==> src/rtl/seq_game_engine.sv <==
// Sequence mini-game engine: the player reproduces a runtime-loaded pattern on in_vec, one held
// chord per step, with a per-step tick timeout, a miss budget and suspend/resume.
module seq_game_engine #(
  parameter int IN_W       = 16,
  parameter int MAX_STEPS  = 8,
  parameter int HOLD_CYC   = 4,
  parameter int STEP_TICKS = 10,
  parameter int MAX_MISS   = 3,
  localparam int AW = (MAX_STEPS > 1) ? $clog2(MAX_STEPS) : 1,
  localparam int MW = $clog2(MAX_MISS + 1)
) (
  input  logic            Clk,
  input  logic            Reset_n,
  input  logic            pat_we,
  input  logic [AW-1:0]   pat_addr,
  input  logic [IN_W-1:0] pat_data,
  input  logic [AW:0]     seq_len,
  input  logic            start,
  input  logic            suspend,
  input  logic            tick,
  input  logic            ack,
  input  logic [IN_W-1:0] in_vec,
  output logic            busy,
  output logic [AW-1:0]   step_idx,
  output logic [MW-1:0]   miss_cnt,
  output logic            done,
  output logic            fail,
  output logic            step_ok,
  output logic            miss,
  output logic [2:0]      state_dbg
);

  localparam int HW = $clog2(HOLD_CYC + 1);
  localparam int TW = $clog2(STEP_TICKS + 1);
  localparam logic [AW:0]   MAX_LEN   = (AW + 1)'(MAX_STEPS);
  localparam logic [HW-1:0] HOLD_LAST = HW'(HOLD_CYC - 1);
  localparam logic [TW-1:0] TICK_LAST = TW'(STEP_TICKS - 1);
  localparam logic [MW-1:0] MISS_MAX  = MW'(MAX_MISS);

  typedef enum logic [2:0] {
    S_IDLE    = 3'd0,
    S_RELEASE = 3'd1,
    S_MATCH   = 3'd2,
    S_PAUSE   = 3'd3,
    S_DONE    = 3'd4,
    S_FAIL    = 3'd5
  } state_t;

  state_t          state;
  logic [IN_W-1:0] ram [MAX_STEPS];
  logic [AW:0]     len;
  logic [HW-1:0]   hold;
  logic [TW-1:0]   timer;

  logic [IN_W-1:0] pat;
  logic            in_zero, in_match, in_bad;
  logic            timeout, accept, last_step, start_ok, do_miss;
  logic [MW-1:0]   miss_next;

  assign state_dbg = state;
  assign pat       = ram[step_idx];
  assign in_zero   = (in_vec == '0);
  assign in_match  = (in_vec == pat);
  assign in_bad    = ((in_vec & ~pat) != '0);
  assign timeout   = tick && (timer == TICK_LAST);
  assign accept    = (state == S_MATCH) && in_match && (hold == HOLD_LAST);
  assign last_step = ({1'b0, step_idx} == (len - 1'b1));
  assign start_ok  = start && (seq_len != '0) && (seq_len <= MAX_LEN);
  assign do_miss   = ((state == S_MATCH) && in_bad) || timeout;
  assign miss_next = miss_cnt + 1'b1;

  // Pattern store has no reset so a loaded pattern survives a system reset.
  always_ff @(posedge Clk) begin
    if (state == S_IDLE && pat_we) ram[pat_addr] <= pat_data;
  end

  // Control protocol: start is sampled only in IDLE; done/fail are levels held until ack.
  always_ff @(posedge Clk or negedge Reset_n) begin
    if (!Reset_n) begin
      state    <= S_IDLE;
      len      <= '0;
      hold     <= '0;
      timer    <= '0;
      step_idx <= '0;
      miss_cnt <= '0;
      busy     <= 1'b0;
      done     <= 1'b0;
      fail     <= 1'b0;
      step_ok  <= 1'b0;
      miss     <= 1'b0;
    end else begin
      step_ok <= 1'b0;
      miss    <= 1'b0;
      case (state)
        S_IDLE: begin
          if (start_ok) begin
            len      <= seq_len;
            step_idx <= '0;
            miss_cnt <= '0;
            timer    <= '0;
            hold     <= '0;
            busy     <= 1'b1;
            state    <= S_RELEASE;
          end
        end
        S_RELEASE, S_MATCH: begin
          if (suspend) begin
            hold  <= '0;
            state <= S_PAUSE;
          end else if (accept) begin
            step_ok <= 1'b1;
            hold    <= '0;
            if (last_step) begin
              busy  <= 1'b0;
              done  <= 1'b1;
              state <= S_DONE;
            end else begin
              step_idx <= step_idx + 1'b1;
              timer    <= '0;
              state    <= S_RELEASE;
            end
          end else if (do_miss) begin
            // A bad chord and a timeout on the same cycle collapse into one miss.
            miss     <= 1'b1;
            miss_cnt <= miss_next;
            hold     <= '0;
            if (miss_next == MISS_MAX) begin
              busy  <= 1'b0;
              fail  <= 1'b1;
              state <= S_FAIL;
            end else begin
              step_idx <= '0;
              timer    <= '0;
              state    <= S_RELEASE;
            end
          end else begin
            if (tick) timer <= timer + 1'b1;
            if (state == S_RELEASE) begin
              if (in_zero) begin
                hold  <= '0;
                state <= S_MATCH;
              end
            end else begin
              // Partial chords and released inputs just restart the hold window.
              hold <= in_match ? hold + 1'b1 : '0;
            end
          end
        end
        S_PAUSE: begin
          if (!suspend) state <= S_RELEASE;
        end
        S_DONE: begin
          if (ack) begin
            done  <= 1'b0;
            state <= S_IDLE;
          end
        end
        S_FAIL: begin
          if (ack) begin
            fail  <= 1'b0;
            state <= S_IDLE;
          end
        end
        default: state <= S_IDLE;
      endcase
    end
  end

endmodule

==> config.mk <==
export PLATFORM = sky130hd
export DESIGN_NAME = seq_game_engine
export DESIGN_NICKNAME = d
export VERILOG_FILES = /design/src/rtl/seq_game_engine.sv
export SDC_FILE = /design/constraint.sdc
export NUM_CORES = 1
export LEC_CHECK = 0
export ABC_AREA = 0
export CAP_MARGIN = 20
export CORE_ASPECT_RATIO = 0.8
export CORE_MARGIN = 2
export CORE_UTILIZATION = 40
export CTS_CLUSTER_DIAMETER = 40
export DETAILED_ROUTE_END_ITERATION = 16
export DONT_BUFFER_PORTS = 1
export HOLD_SLACK_MARGIN = 0.05
export PLACE_DENSITY = 0.6
export SETUP_SLACK_MARGIN = 0.15
export SLEW_MARGIN = 10
export SYNTH_ARGS = -nofsm -noshare
export SYNTH_HDL_FRONTEND = slang
export SYNTH_SLANG_ARGS = --single-unit
==> constraint.sdc <==
create_clock -name Clk -period 4.5 [get_ports Clk]
set_input_delay 0.9 -clock Clk [delete_from_list [all_inputs] [get_ports Clk]]
set_output_delay 0.9 -clock Clk [all_outputs]
set_load 0.005 [all_outputs]
After elaboration in Yosys (flattened, before gate mapping)
Memories as Yosys holds them, arrays and structs flattened.
Cells that the tools add are included.
Widths: inputs -> output; s select.
{"block": "totals", "reg_bits": 24, "ramBits": 128, "input_bits": 46, "out_inout_bits": 13, "memories": 1}
{"name": "ram", "depth": 8, "word_bits": 16, "rd": 1, "rd_clocked_by_memory_dff": 0, "wr": 1, "line": "50", "rtl": "logic [IN_W-1:0] ram [MAX_STEPS];"}
{"block": "classes", "add_sub_neg": 5, "magnitude_cmp": 1, "eq_ne": 31, "muxes": 64, "n_bitwise": 2, "n_reduce_logical": 26}
{"op": "$mux 3", "n": 22}
{"op": "$mux 4", "n": 7}
{"op": "$reduce_and 6->1", "n": 4}
{"op": "$mux 1", "n": 23}
{"op": "$ne 2x2->1 const B", "n": 10}
{"op": "$and 16x16->16", "n": 1}
{"op": "$eq 16x16->1", "n": 1}
{"op": "$logic_not 16->1", "n": 1}
{"op": "$not 16->16", "n": 1}
{"op": "$reduce_bool 16->1", "n": 1}
{"op": "$ne 3x3->1 const B", "n": 5}
{"op": "$reduce_and 5->1", "n": 3}
{"op": "$pmux 3 s2", "n": 2}
{"op": "$pmux 3 s4", "n": 1}
{"op": "$ne 5x5->1 const B", "n": 2}
{"op": "$eq 3x2->1 const B", "n": 3}
{"op": "$mux 2", "n": 4}
{"op": "$ne 4x4->1 const B", "n": 2}
{"op": "$pmux 4 s2", "n": 1}
{"op": "$logic_and 1x1->1", "n": 7}
{"op": "$add 3x1->3 const B", "n": 2}
{"op": "$eq 3x3->1 const B", "n": 2}
{"op": "$ne 6x6->1 const B", "n": 1}
{"op": "$pmux 1 s2", "n": 3}
{"op": "17 further kinds", "n": 20}

Longest topological paths before layout
An unclocked memory read counts as a cell.
{"block": "depth", "word_depth": 10, "depth_mapped": 12}

Least setup slack after synthesis
Ideal clock, no wire load.
{"block": "synth_timing", "path_type": "register to register", "start": "register step_idx[0]", "end": "register state[0], in the netlist state_dbg[0]", "setup_ns": 0.119, "arrival_time_ns": 3.190, "t_required_ns": 4.381, "path_slack_ns": 1.191, "stages_incl_launch_ff": 12, "n_path_buf": 2, "cell_sequence": "dfrtp_1 clkbuf_1 buf_2 mux4_2 mux2i_1 ha_1 and4_1 and2_1 and3_1 o31a_1 o31a_1 o21a_1"}
{"block": "synth_between", "elab_chain_len": 10, "word_cells_on_any_way": 18, "classes_between": "eq/ne: 4; mux: 5; bitwise: 2; reduce/logical: 6; memory: 1"}
{"item": "start: declaration", "line": "24", "rtl": "output logic [AW-1:0] step_idx,"}
{"item": "start signal: assignment", "line": "118", "rtl": "step_idx <= step_idx + 1'b1;"}
{"item": "$mem_v2 8x16"}
{"item": "$not 16->16", "line": "64", "rtl": "assign in_bad = ((in_vec & ~pat) != '0);"}
{"item": "$and 16x16->16", "line": "64"}
{"item": "$reduce_bool 16->1", "line": "64"}
{"item": "$logic_and 1x1->1", "line": "69", "rtl": "assign do_miss = ((state == S_MATCH) && in_bad) || timeout;"}
{"item": "$logic_or 1x1->1", "line": "69"}
{"item": "$mux 3", "line": "122", "rtl": "end else if (do_miss) begin"}
{"item": "$mux 3", "line": "110", "rtl": "end else if (accept) begin"}
{"item": "$mux 3", "line": "107", "rtl": "if (suspend) begin"}
{"item": "$pmux 3 s4", "line": "94", "rtl": "case (state)"}
{"item": "end signal: assignment", "line": "109", "rtl": "state <= S_PAUSE;"}
{"item": "end signal: assignment", "line": "116", "rtl": "state <= S_DONE;"}
{"item": "end signal: assignment", "line": "120", "rtl": "state <= S_RELEASE;"}
{"item": "end: declaration", "line": "49", "rtl": "state_t state;"}
Parallel ways exist; a longest one is shown, timed or not.
A chain may end at the register's enable or synchronous reset.

Worst setup path in the final report
{"block": "layout_timing", "start": "register step_idx[0]", "end": "register timer[1]"}
{"block": "layout_between", "elab_chain_len": 10, "word_cells_on_any_way": 18, "classes_between": "eq/ne: 5; mux: 4; bitwise: 2; reduce/logical: 6; memory: 1"}
{"item": "$mem_v2 8x16"}
{"item": "$not 16->16", "line": "64"}
{"item": "$and 16x16->16", "line": "64"}
{"item": "$reduce_bool 16->1", "line": "64"}
{"item": "$logic_and 1x1->1", "line": "69"}
{"item": "$logic_or 1x1->1", "line": "69"}
{"item": "$mux 4", "line": "122"}
{"item": "$mux 4", "line": "110"}
{"item": "$mux 4", "line": "107"}
{"item": "$pmux 4 s2", "line": "94"}
{"item": "end signal: assignment", "line": "137", "rtl": "if (tick) timer <= timer + 1'b1;"}
{"item": "end: declaration", "line": "53", "rtl": "logic [TW-1:0] timer;"}
Parallel ways exist; a longest one is shown, timed or not. The select of a mux whose other input is x is not followed.

==> reports/metrics.csv <==
metric;value;unit
place.gp.congestion;0.780;
drv_cap;0;
antenna_found_initial;0;
core-area;16400;sq um
grt-ovfl-total;0;
cp_max_fo;15;
worst_hold_path_type;in2async;
drive_gt1_share;23.8;%
tightest_slew;722;ps
p_leak;2.57;nW
io_pins;59;
clock_path_buffers;2;
outcome;complete, no violations;
crit_path_max_incr_delay;570;ps
die_w;149;um
critical_path.top_delay_family;multiplexers;
ctsResizeCount;0;
clkLatencyLatePin;420;ps
cts_tree;yes;
synth_top_flop_cell;edfxtp_1;
synth-async-reset-ratio;15.8;%
netlist_area;6700;sq um
setup_tns;0;ps
cpMaxStageDelayCell;dfrtp_2;
drc;0;
h-tree-depth;4;
fmax;283;MHz
setup_viol;0;
rsz0062_at_grt;false;
drv_slew;0;
cts_made_buffers;17;
die_h;120;um
root_buffer;clkbuf_16;
power_density;467;nW/um^2
post-route-period-util;78.5;%
worstPathCellList;buf_4 > mux4_2 > mux2i_1 > ha_1 > nand4_1 > nor4_2 > nand3_2 > o21ai_2 > a21oi_2 > mux2_1;
syn_inst;392;
crit_type;reg2reg;
ir_worst_vdd;0.251;mV
initial_core_util;40.7;%
seq_area_frac_synth;66.3;%
grt_pass1_vias;3697;
place_hpwl;9590;um
clock_skew;8.37;ps
drt_first_pass_iters;4;
num-nets-final;480;
routed_wl;14400;um
synth_edf_count;128;
vias;3581;
crit_buf_inv;1;
worstPathArrival;3840;ps
core.rowCount;42;
fin_crit;3530;ps
clkSinkCount;152;
synth_nets;461;
wire_per_inst;22.3;um
ys_ff_latch;152;
die_area;17800;sq um
timing.hold.ws;164;ps
synth_warnings;0;
grt_use_total;17.2;%
postCtsSetupBuffers;0;
avgSynthCellArea;17.1;sq um
final_antenna_net_count;0;
area_growth;13.9;%
cp-start-kind;flip-flop;
cp.required;4800;ps
synth.distinct_cells;59;
finalHoldViolCount;0;
grt_pass1_wl;21900;um
holdBufCountCts;0;
relSlewSlack;51.7;%
fillCellCount;1377;
num_antenna_cells;0;
io_buffers;0;
critPathCaptureType;flip-flop;
clk_pin_slew;60;ps
drt_iter0_drc;294;
routed_via_density;5.56;
grt_max_degree;25;
[layout by cell type, fill, tap and decap left out, types with 3 or more instances in the layout]
cell,n
nand2b_1,5
buf_4,14
inv_1,12
o31ai_1,3
clkinv_4,3
a21oi_1,7
nor3_2,3
mux2_2,6
nand3_1,5
clkinv_2,3
nor4_1,7
nor3_1,3
dfrtp_1,23
o21ai_0,11
bufinv_16,4
nand4_1,8
clkbuf_16,17
edfxtp_1,128
nor4_2,5
ha_1,23
mux4_2,32
mux2i_1,19
nand2_1,17
nor2_1,15
[where the power goes]
part	leakage [nW]	switching [mW]	internal (mW)
clock	0.300	0.542	0.941
combinational	0.811	0.228	0.179
sequential	1.46	0.0755	1.59
total	2.57	0.846	2.72
[per-layer routing]
layer / wire [um] / GRT usage (%) / up-vias
met3: 1410 / 7.15 / 12
met5: 0 / 0 / -
met4: 139 / 4.64 / 0
met1: 6380 / 23.6 / 1831
met2: 6450 / 25.3 / 124
li1: - / - / 1614
[Yosys cell counts (2+ instances only)]
| master | number | area share [%] |
|---|---|---|
| buf_2 | 3 | 0.22 |
| dfrtp_1 | 24 | 9.0 |
| o21ai_0 | 11 | 0.82 |
| a21o_1 | 2 | 0.22 |
| o31a_1 | 2 | 0.26 |
| buf_6 | 3 | 0.50 |
| nand3_1 | 5 | 0.37 |
| o31ai_1 | 3 | 0.34 |
| nor2b_1 | 2 | 0.19 |
| mux2_2 | 6 | 1.0 |
| a31oi_1 | 2 | 0.19 |
| ha_1 | 23 | 4.3 |
| nor4_1 | 7 | 0.65 |
| nor2_1 | 15 | 0.84 |
| o21ai_1 | 2 | 0.15 |
| a22o_1 | 2 | 0.26 |
| nand4_1 | 8 | 0.75 |
| nand2_1 | 17 | 0.95 |
| inv_1 | 12 | 0.67 |
| a21boi_0 | 2 | 0.22 |
| a21oi_1 | 7 | 0.52 |
| edfxtp_1 | 128 | 57 |
| nor4_2 | 5 | 0.93 |
| xor2_1 | 2 | 0.26 |
| nor3_1 | 5 | 0.37 |
| mux4_2 | 32 | 11 |
| and2_1 | 2 | 0.19 |
| o21a_1 | 2 | 0.22 |
| clkbuf_1 | 6 | 0.34 |
| mux2i_1 | 19 | 2.8 |
| nand2b_1 | 5 | 0.47 |
[final timing paths]
kind / cells after the start / to / startpoint / slack [ps]
worst max-delay path: 10 / timer[1] / step_idx[0] / 970
worst min-delay path: 0 / state_dbg[2] / Reset_n / 160
worst max register to register: 10 / timer[1] / step_idx[0] / 970
worst min register to register: 1 / timer[3] / timer[3] / 470
max in group asynchronous: 0 / step_idx[0] / Reset_n / 4240
min in group Clk: 1 / timer[3] / timer[3] / 470
[area by class of cell]
| class | instances | area [sq um] | area share (%) |
|---|---|---|---|
| clock buffer | 20 | 447 | 5.85 |
| clock inverter | 12 | 176 | 2.31 |
| inverter | 12 | 45.0 | 0.590 |
| multi-input combinational | 214 | 2140 | 28.0 |
| sequential | 152 | 4450 | 58.3 |
| tap | 220 | 275 | 3.61 |
| timing repair buffer | 14 | 105 | 1.38 |
[per-stage QoR]
step	setup slack, ps	util, %	instances	area, sq um	power [mW]
floorplan	1190	-	392	6700	2.01
global placement	1030	42.6	612	7010	2.09
detailed placement	935	42.6	612	7010	2.10
CTS	909	46.4	644	7630	3.58
global route	651	46.4	644	7630	3.70
finish	965	46.4	644	7630	3.56
[registers in the layout, summed over array words and instances, names as in the netlist]
register / count
busy: 1
done: 1
fail: 1
hold: 3
len: 4
miss: 1
miss_cnt: 2
ram: 128
state_dbg: 3
step_idx: 3
step_ok: 1
timer: 4
[logic make-up after synthesis]
group,share of synthesized area (%)
AND/OR/NAND/NOR,7.40
multiplexers,14.8
adder cells (fa/ha/maj),4.30
AO/OA/AOI/OAI,4.78
flip-flops,66.3
buffers and inverters,1.90
XOR/XNOR,0.504
(Power assumes the default switching activity.)
